===== config.mk =====
export PLATFORM = sky130hd
export DESIGN_NAME = game_round_ctrl
export DESIGN_NICKNAME = d
export VERILOG_FILES = /design/src/rtl/game_round_ctrl.sv
export SDC_FILE = /design/constraint.sdc
export NUM_CORES = 1
export LEC_CHECK = 0
export BUFFER_PORTS_ARGS = -buffer_cell sky130_fd_sc_hd__buf_2
export CAP_MARGIN = 25
export CORE_MARGIN = 5
export CORE_UTILIZATION = 50
export DETAILED_ROUTE_END_ITERATION = 8
export PLACE_DENSITY = 0.75
export SLEW_MARGIN = 5
export SYNTH_ARGS = -nofsm -noshare
export SYNTH_HDL_FRONTEND = slang
export SYNTH_SLANG_ARGS = --single-unit
export TNS_END_PERCENT = 1

===== constraint.sdc =====
create_clock -name CLOCK10M -period 2 [get_ports CLOCK10M]
set_input_delay 0.3 -clock CLOCK10M [delete_from_list [all_inputs] [get_ports CLOCK10M]]
set_output_delay 0.3 -clock CLOCK10M [all_outputs]
set_load 0.005 [all_outputs]

===== src/rtl/game_round_ctrl.sv =====
// game_round_ctrl
// Round sequencer for the game timing path. Derives the 0.1 s time base from
// CLOCK10M with an internal prescaler and decides when game time runs,
// pauses, stops and expires.
//
// Optional feature macro: GAME_ROUND_READY_EN
//   defined   -> a READY pre-round countdown of READY_TENTHS tenths precedes PLAY
//   undefined -> start enters PLAY directly and ready_left is tied to 0
//
// Ports
//   CLOCK10M     in   10 MHz system clock, rising edge
//   KEY0         in   synchronous active-high reset
//   start        in   single-cycle command: begin a round (IDLE or OVER)
//   pause        in   single-cycle command: toggle PLAY / PAUSE
//   abort        in   single-cycle command: return to IDLE
//   state        out  IDLE=0, READY=1, PLAY=2, PAUSE=3, OVER=4
//   tenths_left  out  remaining round time in tenths
//   elapsed      out  consumed round time in tenths
//   ready_left   out  remaining pre-round countdown in tenths
//   tick         out  one-cycle pulse per tenth counted in READY or PLAY
//   time_up      out  one-cycle pulse when tenths_left reaches 0
//   running      out  high exactly when state is PLAY
module game_round_ctrl #(
    parameter int TICK_DIV     = 1000000,
    parameter int ROUND_TENTHS = 300,
    parameter int READY_TENTHS = 30,
    parameter int W            = 10
) (
    input  logic         CLOCK10M,
    input  logic         KEY0,
    input  logic         start,
    input  logic         pause,
    input  logic         abort,
    output logic [2:0]   state,
    output logic [W-1:0] tenths_left,
    output logic [W-1:0] elapsed,
    output logic [W-1:0] ready_left,
    output logic         tick,
    output logic         time_up,
    output logic         running
);

    localparam logic [2:0] S_IDLE  = 3'd0;
    localparam logic [2:0] S_READY = 3'd1;
    localparam logic [2:0] S_PLAY  = 3'd2;
    localparam logic [2:0] S_PAUSE = 3'd3;
    localparam logic [2:0] S_OVER  = 3'd4;

    localparam int            PW         = (TICK_DIV > 1) ? $clog2(TICK_DIV) : 1;
    localparam logic [PW-1:0] PRESC_LAST = PW'(TICK_DIV - 1);
    localparam logic [PW-1:0] PRESC_ONE  = PW'(1);
    localparam logic [W-1:0]  ONE        = W'(1);
    localparam logic [W-1:0]  ROUND_VAL  = W'(ROUND_TENTHS);

    // Elaboration-time guards on the legal parameter ranges.
    if (TICK_DIV < 1) begin : g_bad_div
        $error("TICK_DIV must be at least 1");
    end
    if (ROUND_TENTHS < 1 || ROUND_TENTHS >= (1 << W)) begin : g_bad_round
        $error("ROUND_TENTHS out of range 1..2^W-1");
    end
    if (READY_TENTHS < 1 || READY_TENTHS >= (1 << W)) begin : g_bad_ready
        $error("READY_TENTHS out of range 1..2^W-1");
    end

    logic [PW-1:0] presc, presc_nxt;
    logic [2:0]    state_nxt;
    logic [W-1:0]  tl_nxt, el_nxt;
    logic          tick_nxt, time_up_nxt;
    logic          counting, wrap;

`ifdef GAME_ROUND_READY_EN
    localparam logic [2:0]   S_START   = S_READY;
    localparam logic [W-1:0] READY_VAL = W'(READY_TENTHS);
    logic [W-1:0] ready_q, ready_nxt;
    assign counting   = (state == S_PLAY) || (state == S_READY);
    assign ready_left = ready_q;
`else
    localparam logic [2:0] S_START = S_PLAY;
    assign counting   = (state == S_PLAY);
    assign ready_left = '0;
`endif

    // Tick event: the prescaler steps from its last value back to 0.
    assign wrap = counting && (presc == PRESC_LAST);

    always_comb begin
        state_nxt   = state;
        presc_nxt   = presc;
        tl_nxt      = tenths_left;
        el_nxt      = elapsed;
        tick_nxt    = 1'b0;
        time_up_nxt = 1'b0;
`ifdef GAME_ROUND_READY_EN
        ready_nxt   = ready_q;
`endif
        // abort outranks everything, including a same-cycle tick. In IDLE the
        // counters are already zero, so clearing them there is a no-op.
        if (abort) begin
            state_nxt = S_IDLE;
            presc_nxt = '0;
            tl_nxt    = '0;
            el_nxt    = '0;
`ifdef GAME_ROUND_READY_EN
            ready_nxt = '0;
`endif
        end else begin
            case (state)
                S_IDLE, S_OVER: begin
                    if (start) begin
                        state_nxt = S_START;
                        presc_nxt = '0;
                        tl_nxt    = ROUND_VAL;
                        el_nxt    = '0;
`ifdef GAME_ROUND_READY_EN
                        ready_nxt = READY_VAL;
`endif
                    end
                end
`ifdef GAME_ROUND_READY_EN
                S_READY: begin
                    if (wrap) begin
                        presc_nxt = '0;
                        tick_nxt  = 1'b1;
                        ready_nxt = ready_q - ONE;
                        // PLAY entry with a fresh prescaler (already 0 from the wrap).
                        if (ready_q == ONE) state_nxt = S_PLAY;
                    end else begin
                        presc_nxt = presc + PRESC_ONE;
                    end
                end
`endif
                S_PLAY: begin
                    presc_nxt = wrap ? '0 : presc + PRESC_ONE;
                    if (wrap) begin
                        tick_nxt = 1'b1;
                        tl_nxt   = tenths_left - ONE;
                        el_nxt   = elapsed + ONE;
                    end
                    // Expiry beats a same-cycle pause; a plain pause keeps the
                    // tick of that cycle and freezes the prescaler value.
                    if (wrap && tenths_left == ONE) begin
                        state_nxt   = S_OVER;
                        time_up_nxt = 1'b1;
                    end else if (pause) begin
                        state_nxt = S_PAUSE;
                    end
                end
                S_PAUSE: begin
                    // Resume keeps the prescaler so the fractional tenth survives.
                    if (pause) state_nxt = S_PLAY;
                end
                default: begin
                    state_nxt = S_IDLE;
                    presc_nxt = '0;
                    tl_nxt    = '0;
                    el_nxt    = '0;
                end
            endcase
        end
    end

    always_ff @(posedge CLOCK10M) begin
        if (KEY0) begin
            state       <= S_IDLE;
            presc       <= '0;
            tenths_left <= '0;
            elapsed     <= '0;
            tick        <= 1'b0;
            time_up     <= 1'b0;
            running     <= 1'b0;
`ifdef GAME_ROUND_READY_EN
            ready_q     <= '0;
`endif
        end else begin
            state       <= state_nxt;
            presc       <= presc_nxt;
            tenths_left <= tl_nxt;
            elapsed     <= el_nxt;
            tick        <= tick_nxt;
            time_up     <= time_up_nxt;
            running     <= (state_nxt == S_PLAY);
`ifdef GAME_ROUND_READY_EN
            ready_q     <= ready_nxt;
`endif
        end
    end

endmodule


# [Yosys cells after proc, flatten, opt, wreduce, memory -nomap -nowiden]
# Cells that the tools add are included.
[classes] muxes=17 n_bitwise=2 add_sub_neg=3 n_reduce_logical=8 eq_ne=8
[ops] cell="$pmux W10 S3" count=2
[ops] cell="$pmux W20 S3" count=1
[ops] cell="$mux W10" count=4
[ops] cell="$mux W20" count=2
[ops] cell="$add A20 B1 Y20 const B" count=1
[ops] cell="$eq A20 B20 Y1 const B" count=1
[ops] cell="$mux W3" count=5
[ops] cell="$add A10 B1 Y10 const B" count=1
[ops] cell="$eq A10 B1 Y1 const B" count=1
[ops] cell="$sub A10 B1 Y10 const B" count=1
[ops] cell="$eq A3 B2 Y1 const B" count=3
[ops] cell="$pmux W3 S3" count=1
[ops] cell="$reduce_or A2 Y1" count=2
[ops] cell="$eq A3 B3 Y1 const B" count=1
[ops] cell="$logic_not A3 Y1" count=1
[ops] cell="$reduce_and A3 Y1" count=1
[ops] cell="$reduce_or A3 Y1" count=1
[ops] cell="$logic_and A1 B1 Y1" count=2
[ops] cell="$mux W1" count=2
[ops] cell="$ne A2 B1 Y1 const B" count=1
[ops] cell="$ne A2 B2 Y1 const B" count=1
[ops] cell="$not A1 Y1" count=2
[ops] cell="$reduce_and A2 Y1" count=1
[totals] regBits=46 wordCells=45 in_bits=5 output_inout_bits=36

# [Logic depth before layout (Yosys ltp)]
# Gate-level depths: netlist of the first run.
[depth] depth_word=7 ltp_mapped=8 ltp_nobuf=8

# [Least setup slack after synthesis of the first run]
# OpenSTA, ideal clock, no wires.
[synth_path] kind="flip-flop to flip-flop" start="register presc[12]" end="register elapsed[5]" period_less_slack_ns=2.006 arrival_ns=1.936 setup_time_ns=0.070 required_ns=1.930 path_slack_ns=-0.006 stages_incl_launch_ff=7 n_path_buf=1 cell_sequence="dfxtp_1 buf_6 or4b_4 nor3_4 nand3_2 or4_1 a21oi_1"
[synth_between] elab_chain_len=4
[synth_lines] element="start: declaration" line_no="66" rtl="logic [PW-1:0] presc, presc_nxt;"
[synth_lines] element="start signal: assignment" line_no="177" rtl="presc <= presc_nxt;"
[synth_lines] element="$eq A20 B20 Y1" line_no="85" rtl="assign wrap = counting && (presc == PRESC_LAST);"
[synth_lines] element="$logic_and A1 B1 Y1" line_no="85"
[synth_lines] element="$ne A2 B1 Y1 (no line)"
[synth_lines] element="$reduce_and A3 Y1 (no line)"
[synth_lines] element="end signal: assignment" line_no="179" rtl="elapsed <= el_nxt;"
[synth_lines] element="end: declaration" line_no="36" rtl="output logic [W-1:0] elapsed,"
# No other way between the ends.
# A chain may end at the register's enable or synchronous reset.

# [Worst setup path in the final report of the first run]
[layout_path] start="register presc[16]" end="register elapsed[4]"
# Same word-level chain as after synthesis.

==> results.py, run 1 <==
metrics = {
    "floorplan": {
        "fp.dieH_um": 79.2,
        "rows": 25,
        "die_x_um": 79.2,
        "initial_core_util_pct": 51.1,
        "io_pins": 41,
        "core_region_area_mm2": 0.00469,
        "die-area_mm2": 0.00628,
    },
    "placement": {
        "gp_congestion": 0.899,
        "portBuffers": 30,
        "hpwl_um": 4130,
        "dp_worst_setup_slack_ps": 15.7,
    },
    "yosys": {
        "synth_edf_count": 0,
        "synthCells": 284,
        "yosysTopAreaCellShare_pct": 38.4,
        "yosysTopAreaCell": "dfxtp_1",
        "ys.flop_type": "dfxtp_1",
        "mappedNetlistArea_mm2": 0.00240,
        "async_flop_share_pct": 0,
        "ys_ff_latch": 46,
        "synth_cell_types": 50,
        "synth.yosys.warnings": 0,
        "synth_area_leaders": "dfxtp_1 38%, xnor2_1 6.9%, nor2_1 6.3%",
        "yosysSeqAreaShare_pct": 38.4,
        "synth.avg_cell_area_um2": 8.44,
    },
    "sta": {
        "fmax_ghz": 0.500,
        "fin_ws_ps": 0.391,
        "drv_slew": 0,
        "rsz0062_at_grt": "true",
        "final-setup-viol-count": 0,
        "fin_crit_sh_pct": 100,
        "period_minus_slack_ps": 2000,
        "timing.hold.ws_ps": 285,
        "fin_skew_ps": 8.40,
        "hold_violations": 0,
    },
    "global_routing": {
        "antenna_found_initial": 0,
        "grt_pass1_wl_um": 9300,
        "track_usage_pct": 18.4,
        "grt_max_degree": 20,
        "grt_pass1_vias": 2056,
        "grt_overflow_total": 0,
    },
    "clocking": {
        "numCtsBuffers": 5,
        "cts_max_level": 2,
        "cts_hold_buf": 0,
        "clkTransAtPathRegs_ps": 90,
        "cts_root_buf": "clkbuf_8",
        "insertion_delay_ps": 300,
        "clock-sinks": 46,
        "clk_path_buf_depth": 2,
        "cts_tree": "done",
    },
    "critical_path": {
        "end_kind": "flop",
        "cp-start-kind": "flop",
        "critPathArrivalTime_ps": 2230,
        "critical_path_class": "reg -> reg",
        "critical_path_required_ps": 2230,
        "reg2reg_depth": 5,
        "worstPathMaxFanout": 7,
    },
    "min_path": {
        "worstHoldPathType": "in -> reg",
        "holdPathStages": 3,
    },
    "routing": {
        "routed_wl_um": 5530,
        "dr_total_vias": 2204,
        "wire_per_inst_um": 14.0,
        "ant_nets": 0,
        "viasPerCell": 5.58,
        "remaining_drc_errors": 0,
        "drt_first_pass_iters": 4,
        "drt_iter0_drc": 74,
    },
    "status": {
        "status": "complete, no violations",
    },
    "power_and_ir_drop": {
        "irDropWorstVdd_v": 0.000301,
        "p_leak_uw": 0.00109,
        "power_density_mw_per_mm2": 575,
    },
    "final_layout": {
        "fillers": 433,
        "diodes": 0,
        "syn2layout_area_growth_pct": 19.2,
        "num-nets-final": 349,
        "drive_above_1_share_pct": 24.3,
    },
    "flow_run": {
        "maxCapViolations": 0,
    },
}
-- power breakdown --
group	internal [uW]	switching (uW)	total, uW
sequential	923	9.18	932
clock	278	315	593
combinational	44.1	72.4	116
-- routing by layer --
metal / vias up / track usage, % / part of all wire (%)
met1: 1017 / 22.7 / 44
met3: 14 / 4.31 / 5.2
met2: 62 / 30.2 / 48
met5: - / 0 / 0
li1: 1111 / - / -
met4: 0 / 8.42 / 2.2
-- path summary, 6_finish.rpt --
| path | slack (ps) | end | start |
|---|---|---|---|
| hold / removal | 290 | state[1]$_SDFF_PP0_ | start |
| hold reg to reg | 510 | elapsed[8]$_SDFFE_PP0P_ | elapsed[8]$_SDFFE_PP0P_ |
| setup / recovery | 0.4 | elapsed[4]$_SDFFE_PP0P_ | presc[16]$_SDFFE_PP0P_ |
| setup reg to reg | 0.4 | elapsed[4]$_SDFFE_PP0P_ | presc[16]$_SDFFE_PP0P_ |
-- metrics by stage --
step | TNS (ps) | power, uW | util [%] | instances | instance area [um2]
2_1_floorplan | 0 | 1040 | - | 293 | 2430
3_3_place_gp | 0 | 1070 | 58.1 | 384 | 2730
3_5_place_dp | 0 | 1070 | 58.1 | 384 | 2730
4_1_cts | 0 | 1660 | 60.3 | 393 | 2830
5_1_grt | -441 | 1720 | 60.9 | 395 | 2860
6_report | 0 | 1640 | 60.9 | 395 | 2860
-- logic make-up (layout without fill, tap and decap cells) --
| logic type | count (synthesis) | after routing | synth area share [%] |
|---|---|---|---|
| and+or+nand+nor | 143 | 143 | 33.5 |
| DFF | 46 | 46 | 38.4 |
| AOI/OAI and AO/OA | 36 | 36 | 8.83 |
| buffers and inverters | 26 | 74 | 6.58 |
| xor gates and xnor gates | 25 | 25 | 9.14 |
| adders and majority gates | 4 | 4 | 2.09 |
| muxes | 3 | 3 | 1.25 |
| other | 1 | 10 | 0.157 |
-- cell type report --
type                    instances  area [um2]  share of cell area [%]
multi-input cells             221        1370                    47.9
flip-flops and latches         46         923                    32.3
repair buffers                 58         373                    13.1
clock buffers                   6        82.6                    2.89
well taps                      54        67.6                    2.37
inverters                       8        30.0                    1.05
clock inverters                 2        12.5                   0.438
-- placed cells by master (no fill, tap or decap), types with 2 or more instances in the layout --
cell type / n
dfxtp_1: 44
nor2_1: 39
buf_2: 30
buf_4: 27
xnor2_1: 19
nand2_1: 16
nand3_1: 15
nor3_1: 12
o21ai_0: 12
nand4_1: 11
a21oi_1: 11
conb_1: 10
inv_1: 8
nor4_1: 7
xor2_1: 6
clkbuf_8: 6
or4_1: 5
or3_1: 4
and4_1: 4
ha_1: 4
and3_1: 3
mux2i_1: 3
nor4b_1: 2
nor4bb_1: 2
nand3b_1: 2
nand2b_1: 2
a31o_2: 2
and2_1: 2
a31oi_1: 2
o31ai_1: 2
dfxtp_2: 2
-- registers in the layout, summed over array words and instances, names as in the netlist --
register     flops
state            3
presc           20
tick             1
time_up          1
tenths_left     10
elapsed         10
running          1
-- synthesized netlist by cell type, types with 3 or more instances --
master    instances
buf_6             3
or4_1             5
buf_4            10
ha_1              4
nand2_1          16
nor4_1            7
nand4_1          11
and3_1            3
and4_1            4
clkbuf_1          4
xor2_1            6
nand3_1          15
a21oi_1          11
dfxtp_1          46
nor3_1           13
xnor2_1          19
inv_1             8
nor2_1           40
o21ai_0          13
mux2i_1           3
or3_1             4
-- worst max-delay path, cell delays in order, from the launching register on --
cell and delay [ps]:
dfxtp_2 330, or4bb_4 550, nor3_4 240, nand4_1 270, or3_1 420, a21oi_1 120
-- what timing repair did --
item                                    4_1_cts  5_1_grt
endpoints found under the setup margin        1        7
buffers inserted                              1        2
gates resized for setup                       1        4
pin swaps                                     4        5
(Power assumes the default switching activity.)
==> inputs of run 2 (changes only) <==
CORE_ASPECT_RATIO = 1.5   (was not set)
==> run 2 against run 1 <==
The flow now finishes with violations (setup timing). Clock-buffer cell count did not move. Clock power fell by 4.6%. Sequential cell count did not move. Critical path type unchanged. Highest routed layer unchanged. Cell area rose by 2.1%. Die area rose by 0.45%. Routed wire length rose by 3.3%. Non-clock buffer count rose by 5. First-iteration DRC count rose by 92%. Largest cell class unchanged. Via count rose by 0.73%.
==> results.py, run 2 (synthesis gave the netlist of run 1 again) <==
metrics = {
    "status": {
        "status": "finished, violations left",
        "violations": "setup timing",
    },
    "final_layout": {
        "final_common_cell": "dfxtp_1",
        "fillers": 446,
        "num-nets-final": 354,
        "drive_above_1_share_pct": 26.6,
        "diodes": 0,
        "reg_top3": "presc: 20 flops, elapsed: 10 flops, tenths_left: 10 flops",
        "largest_reg_flops": 20,
        "design_area_mm2": 0.00292,
        "largest-register": "presc",
        "layout_common_cells": "43 x dfxtp_1, 39 x nor2_1, 32 x buf_4",
        "syn2layout_area_growth_pct": 21.7,
    },
    "clocking": {
        "cts_hold_buf": 0,
        "numCtsBuffers": 5,
        "clock-sinks": 46,
        "cts_tree": "done",
        "insertion_delay_ps": 310,
        "cts_root_buf": "clkbuf_8",
        "clk_path_buf_depth": 2,
        "cts_max_level": 2,
        "clkTransAtPathRegs_ps": 90,
    },
    "sta": {
        "fin_ws_ps": -35.1,
        "fin_crit_sh_pct": 102,
        "fmax_ghz": 0.491,
        "timing.setup.tns_ps": -55.8,
        "fin_skew_ps": 16.8,
        "final-setup-viol-count": 3,
        "timing.hold.ws_ps": 280,
        "hold_violations": 0,
        "period_minus_slack_ps": 2040,
        "rsz0062_at_grt": "true",
        "drv_slew": 0,
    },
    "routing": {
        "routed_wl_um": 5710,
        "remaining_drc_errors": 0,
        "drt_iter0_drc": 142,
        "drt_first_pass_iters": 4,
        "ant_nets": 0,
        "dr_total_vias": 2220,
        "viasPerCell": 5.39,
        "wire_per_inst_um": 13.9,
    },
    "critical_path": {
        "cp_slowest_cell": "or4b_4",
        "critPathArrivalTime_ps": 2280,
        "reg2reg_to": "elapsed[6]$_SDFFE_PP0P_",
        "reg2reg_depth": 5,
        "cp-start-kind": "flop",
        "max_stage_delay_ps": 560,
        "r2r_slack_ps": -40,
        "worstPathMaxFanout": 7,
        "r2r_start": "presc[12]$_SDFFE_PP0P_",
        "critical_path_class": "reg -> reg",
        "worstPathCellList": "or4b_4, nor3_4, nand4_1, or3_1, a21oi_2",
        "critical_path_required_ps": 2240,
        "end_kind": "flop",
    },
    "placement": {
        "portBuffers": 30,
        "placed_area_mm2": 0.00277,
        "hpwl_um": 4420,
        "dp_worst_setup_slack_ps": -57.1,
        "gp_congestion": 0.833,
    },
    "floorplan": {
        "core_region_area_mm2": 0.00473,
        "fp.dieH_um": 94.8,
        "initial_core_util_pct": 50.6,
        "io_pins": 41,
        "die-area_mm2": 0.00630,
        "rows": 31,
        "die_x_um": 66.5,
    },
    "global_routing": {
        "grt_pass1_vias": 2041,
        "grt_pass1_wl_um": 9090,
        "track_usage_pct": 18.7,
        "grt_overflow_total": 0,
        "antenna_found_initial": 0,
        "grt_max_degree": 15,
    },
    "flow_run": {
        "maxCapViolations": 0,
    },
    "power_and_ir_drop": {
        "power_density_mw_per_mm2": 556,
        "p_leak_uw": 0.00112,
        "irDropWorstVdd_v": 0.000487,
    },
    "min_path": {
        "hold_end": "state[0]$_SDFF_PP0_",
        "min_from": "pause",
        "holdPathStages": 3,
        "worstHoldPathType": "in -> reg",
    },
}
run 2: cell count changes in the layout (fill, tap and decap cells not counted), sizes merged:
| cell | before | now |
|---|---|---|
| clkinv | 1 | 2 |
| clkinvlp | 1 | 0 |
| buf | 58 | 63 |
run 2: worst max path at each step:
stage                                      from                      end  slack [ps]  cells past startpoint
finish                   presc[12]$_SDFFE_PP0P_  elapsed[6]$_SDFFE_PP0P_         -40                      5
global route             presc[12]$_SDFFE_PP0P_  elapsed[6]$_SDFFE_PP0P_        -160                      5
CTS                      presc[16]$_SDFFE_PP0P_  elapsed[5]$_SDFFE_PP0P_         -20                      5
detailed placement  tenths_left[0]$_SDFFE_PP0P_      state[1]$_SDFF_PP0_         -60                      6
global placement    tenths_left[0]$_SDFFE_PP0P_      state[1]$_SDFF_PP0_         -50                      6
floorplan                presc[16]$_SDFFE_PP0P_  elapsed[5]$_SDFFE_PP0P_          30                      5
run 2: report_power, final:
group | switching, uW | internal [uW]
Clock | 319 | 247
Sequential | 9.25 | 923
Combinational | 73.9 | 48.3
run 2: cell type report:
type	instances	area (um2)	area share [%]
clock buffers	6	72.6	2.49
clock inverters	2	13.8	0.472
inverters	8	30.0	1.03
multi-input cells	221	1390	47.7
flip-flops and latches	46	925	31.7
well taps	66	82.6	2.83
repair buffers	63	402	13.8
run 2: metrics by stage:
step                      utilization (%)  cells  total power (uW)
after global placement               58.6    402              1070
after detailed placement             58.6    402              1070
final                                61.6    412              1620
after global routing                 61.6    412              1680
after floorplan                         -    293              1040
after CTS                            60.5    410              1630
run 2: worst max-delay path, delay by kind of cell, from the launching register on:
kind / cells / cell delay (ps)
flops: 1 / 330
compound gates: 1 / 110
simple gates: 4 / 1540
run 2: repair_timing:
action	CTS	global route
gates cloned	0	0
pin swaps	2	8
gates resized for setup	1	9
setup endpoints to repair	8	11
setup buffers	0	2
run 2: metal layers:
metal / vias up / global-route usage (%) / wire length (um) / part of all wire [%]
li1: 1123 / - / - / -
met1: 1041 / 19.2 / 2260 / 40
met2: 49 / 35.8 / 3150 / 55
met3: 7 / 3.45 / 213 / 3.7
met4: 0 / 7.97 / 90 / 1.6
met5: - / 0 / 0 / 0
==> inputs of run 3 (changes only) <==
==> constraint.sdc (replaced) <==
create_clock -name CLOCK10M -period 2 [get_ports CLOCK10M]
set_input_delay 0.5 -clock CLOCK10M [delete_from_list [all_inputs] [get_ports CLOCK10M]]
set_output_delay 0.5 -clock CLOCK10M [all_outputs]
set_load 0.005 [all_outputs]
==> run 3 against run 2 <==
The flow now finishes without violations. Power is 4.6% higher. Sequential cell count stayed put. Hold slack better by 200 ps. Register-to-register slack better by 40 ps. Sequential share of layout area hardly changed. Die area stayed put. Clock-buffer cell count is 1 higher. Clock skew is 3.3 ps lower. Cell area hardly changed. Combinational power hardly changed. Utilization hardly changed. Largest power group unchanged.
==> results.py, run 3 (synthesis gave the netlist of run 1 again) <==
metrics = {
    "critical_path": {
        "max_stage_delay_ps": 560,
        "reg2reg_to": "elapsed[5]$_SDFFE_PP0P_",
        "cp_slowest_cell": "or4b_4",
        "crit_buf_inv": 0,
        "r2r_start": "presc[12]$_SDFFE_PP0P_",
        "r2r_slack_ps": 0.8,
        "path_delay_family": "simple AND/OR/NAND/NOR gates",
        "reg2reg_depth": 5,
        "cp-start-kind": "flop",
        "cp-startpoint": "presc[12]$_SDFFE_PP0P_",
        "critPathArrivalTime_ps": 2230,
        "worstPathMaxFanout": 5,
        "cp-endpoint": "elapsed[5]$_SDFFE_PP0P_",
        "end_kind": "flop",
        "critical_path_class": "reg -> reg",
        "worstPathCellList": "or4b_4, nor3_4, nand3_2, or4_1, a21oi_1",
        "critical_path_required_ps": 2230,
        "cp_num_cells": 5,
    },
    "placement": {
        "gp_congestion": 0.833,
        "portBuffers": 30,
        "hpwl_um": 4410,
        "dp_worst_setup_slack_ps": -70.7,
    },
    "final_layout": {
        "utilization_pct": 61.7,
        "multi_input_area_mm2": 0.00139,
        "largest-register": "presc",
        "layout_common_cells": "43 x dfxtp_1, 39 x nor2_1, 32 x buf_4",
        "regArea_um2": 925,
        "diodes": 0,
        "fillers": 426,
        "final_common_cell": "dfxtp_1",
        "drive_above_1_share_pct": 26.1,
        "largest_reg_flops": 20,
        "reg_top3": "presc: 20 flops, elapsed: 10 flops, tenths_left: 10 flops",
        "syn2layout_area_growth_pct": 21.8,
        "num-nets-final": 353,
    },
    "routing": {
        "wire_per_inst_um": 14.1,
        "ant_nets": 0,
        "drt_iter0_drc": 139,
        "routed_wl_um": 5790,
        "remaining_drc_errors": 0,
        "drt_first_pass_iters": 4,
        "viasPerCell": 5.38,
        "dr_total_vias": 2212,
    },
    "sta": {
        "period_minus_slack_ps": 2000,
        "fin_ws_ps": 0.771,
        "final-setup-viol-count": 0,
        "drv_slew": 0,
        "fmax_ghz": 0.500,
        "hold_violations": 0,
        "timing.hold.ws_ps": 484,
        "fin_crit_sh_pct": 100,
        "rsz0062_at_grt": "true",
        "fin_skew_ps": 13.5,
    },
    "clocking": {
        "insertion_delay_ps": 310,
        "clk_path_buf_depth": 2,
        "cts_max_level": 2,
        "cts_tree": "done",
        "cts_root_buf": "clkbuf_8",
        "clkTransAtPathRegs_ps": 90,
        "clock-sinks": 46,
        "numCtsBuffers": 5,
    },
    "power_and_ir_drop": {
        "power_density_mw_per_mm2": 581,
        "p_leak_uw": 0.00112,
        "irDropWorstVdd_v": 0.000432,
        "total_power_uw": 1690,
    },
    "floorplan": {
        "initial_core_util_pct": 50.6,
        "fp.dieH_um": 94.8,
        "die_x_um": 66.5,
        "core_region_area_mm2": 0.00473,
        "rows": 31,
        "io_pins": 41,
        "die-area_mm2": 0.00630,
    },
    "global_routing": {
        "grt_max_degree": 15,
        "grt_pass1_vias": 2058,
        "grt_overflow_total": 0,
        "grt_pass1_wl_um": 9230,
        "track_usage_pct": 19.1,
        "antenna_found_initial": 0,
    },
    "flow_run": {
        "maxCapViolations": 0,
    },
    "status": {
        "status": "complete, no violations",
    },
    "min_path": {
        "worstHoldPathType": "in -> reg",
    },
}
run 3: changes by cell type in the layout (fill, tap and decap cells not counted), sizes merged:
cell    delta
buf        -1
clkinv     -1
clkbuf     +1
run 3: worst min path at each step:
stage          cells after the start                       to                     from
2_1_floorplan                      2      state[2]$_SDFF_PP0_      state[2]$_SDFF_PP0_
3_3_place_gp                       2  elapsed[8]$_SDFFE_PP0P_  elapsed[8]$_SDFFE_PP0P_
3_5_place_dp                       2      state[2]$_SDFF_PP0_      state[2]$_SDFF_PP0_
4_1_cts                            3      state[0]$_SDFF_PP0_                    pause
5_1_grt                            3      state[0]$_SDFF_PP0_                    pause
6_report                           3      state[0]$_SDFF_PP0_                    pause
run 3: cell type report:
cell class	count	share of cell area, %
Clock inverter	1	0.300
Inverter	8	1.03
Sequential cell	46	31.7
Clock buffer	7	3.30
Tap cell	66	2.83
Timing Repair Buffer	62	13.4
Multi-Input combinational cell	221	47.5
run 3: worst register-to-register path, delay by kind of cell, from the launching register on:
| family | cells | cell delay [ps] |
|---|---|---|
| AND/OR/NAND/NOR | 4 | 1470 |
| AO/OA/AOI/OAI | 1 | 150 |
| flip-flops | 1 | 330 |
run 3: per-stage QoR:
stage               instances  instance area (um2)  setup TNS, ps
global placement          403                 2780           -176
CTS                       411                 2890          -22.4
floorplan                 293                 2430              0
global route              411                 2920           -678
detailed placement        403                 2780           -163
finish                    411                 2920              0
run 3: what timing repair did:
item                       CTS  global route
hold buffers                 0             0
setup endpoints to repair    6             9
setup buffers                0             0
pin swaps                    1             5
gates resized for setup      1             7
run 3: per-layer routing:
metal  wire length (um)  up-vias  global-route usage [%]
li1                   -     1121                       -
met1               2320     1053                    20.4
met2               3200       29                    35.6
met3                163        9                    3.57
met4                112        0                    7.97
met5                  0        -                       0
run 3: where the power goes:
group	internal (uW)	switching, uW
clock	317	321
combinational	48.7	74.8
sequential	923	9.94
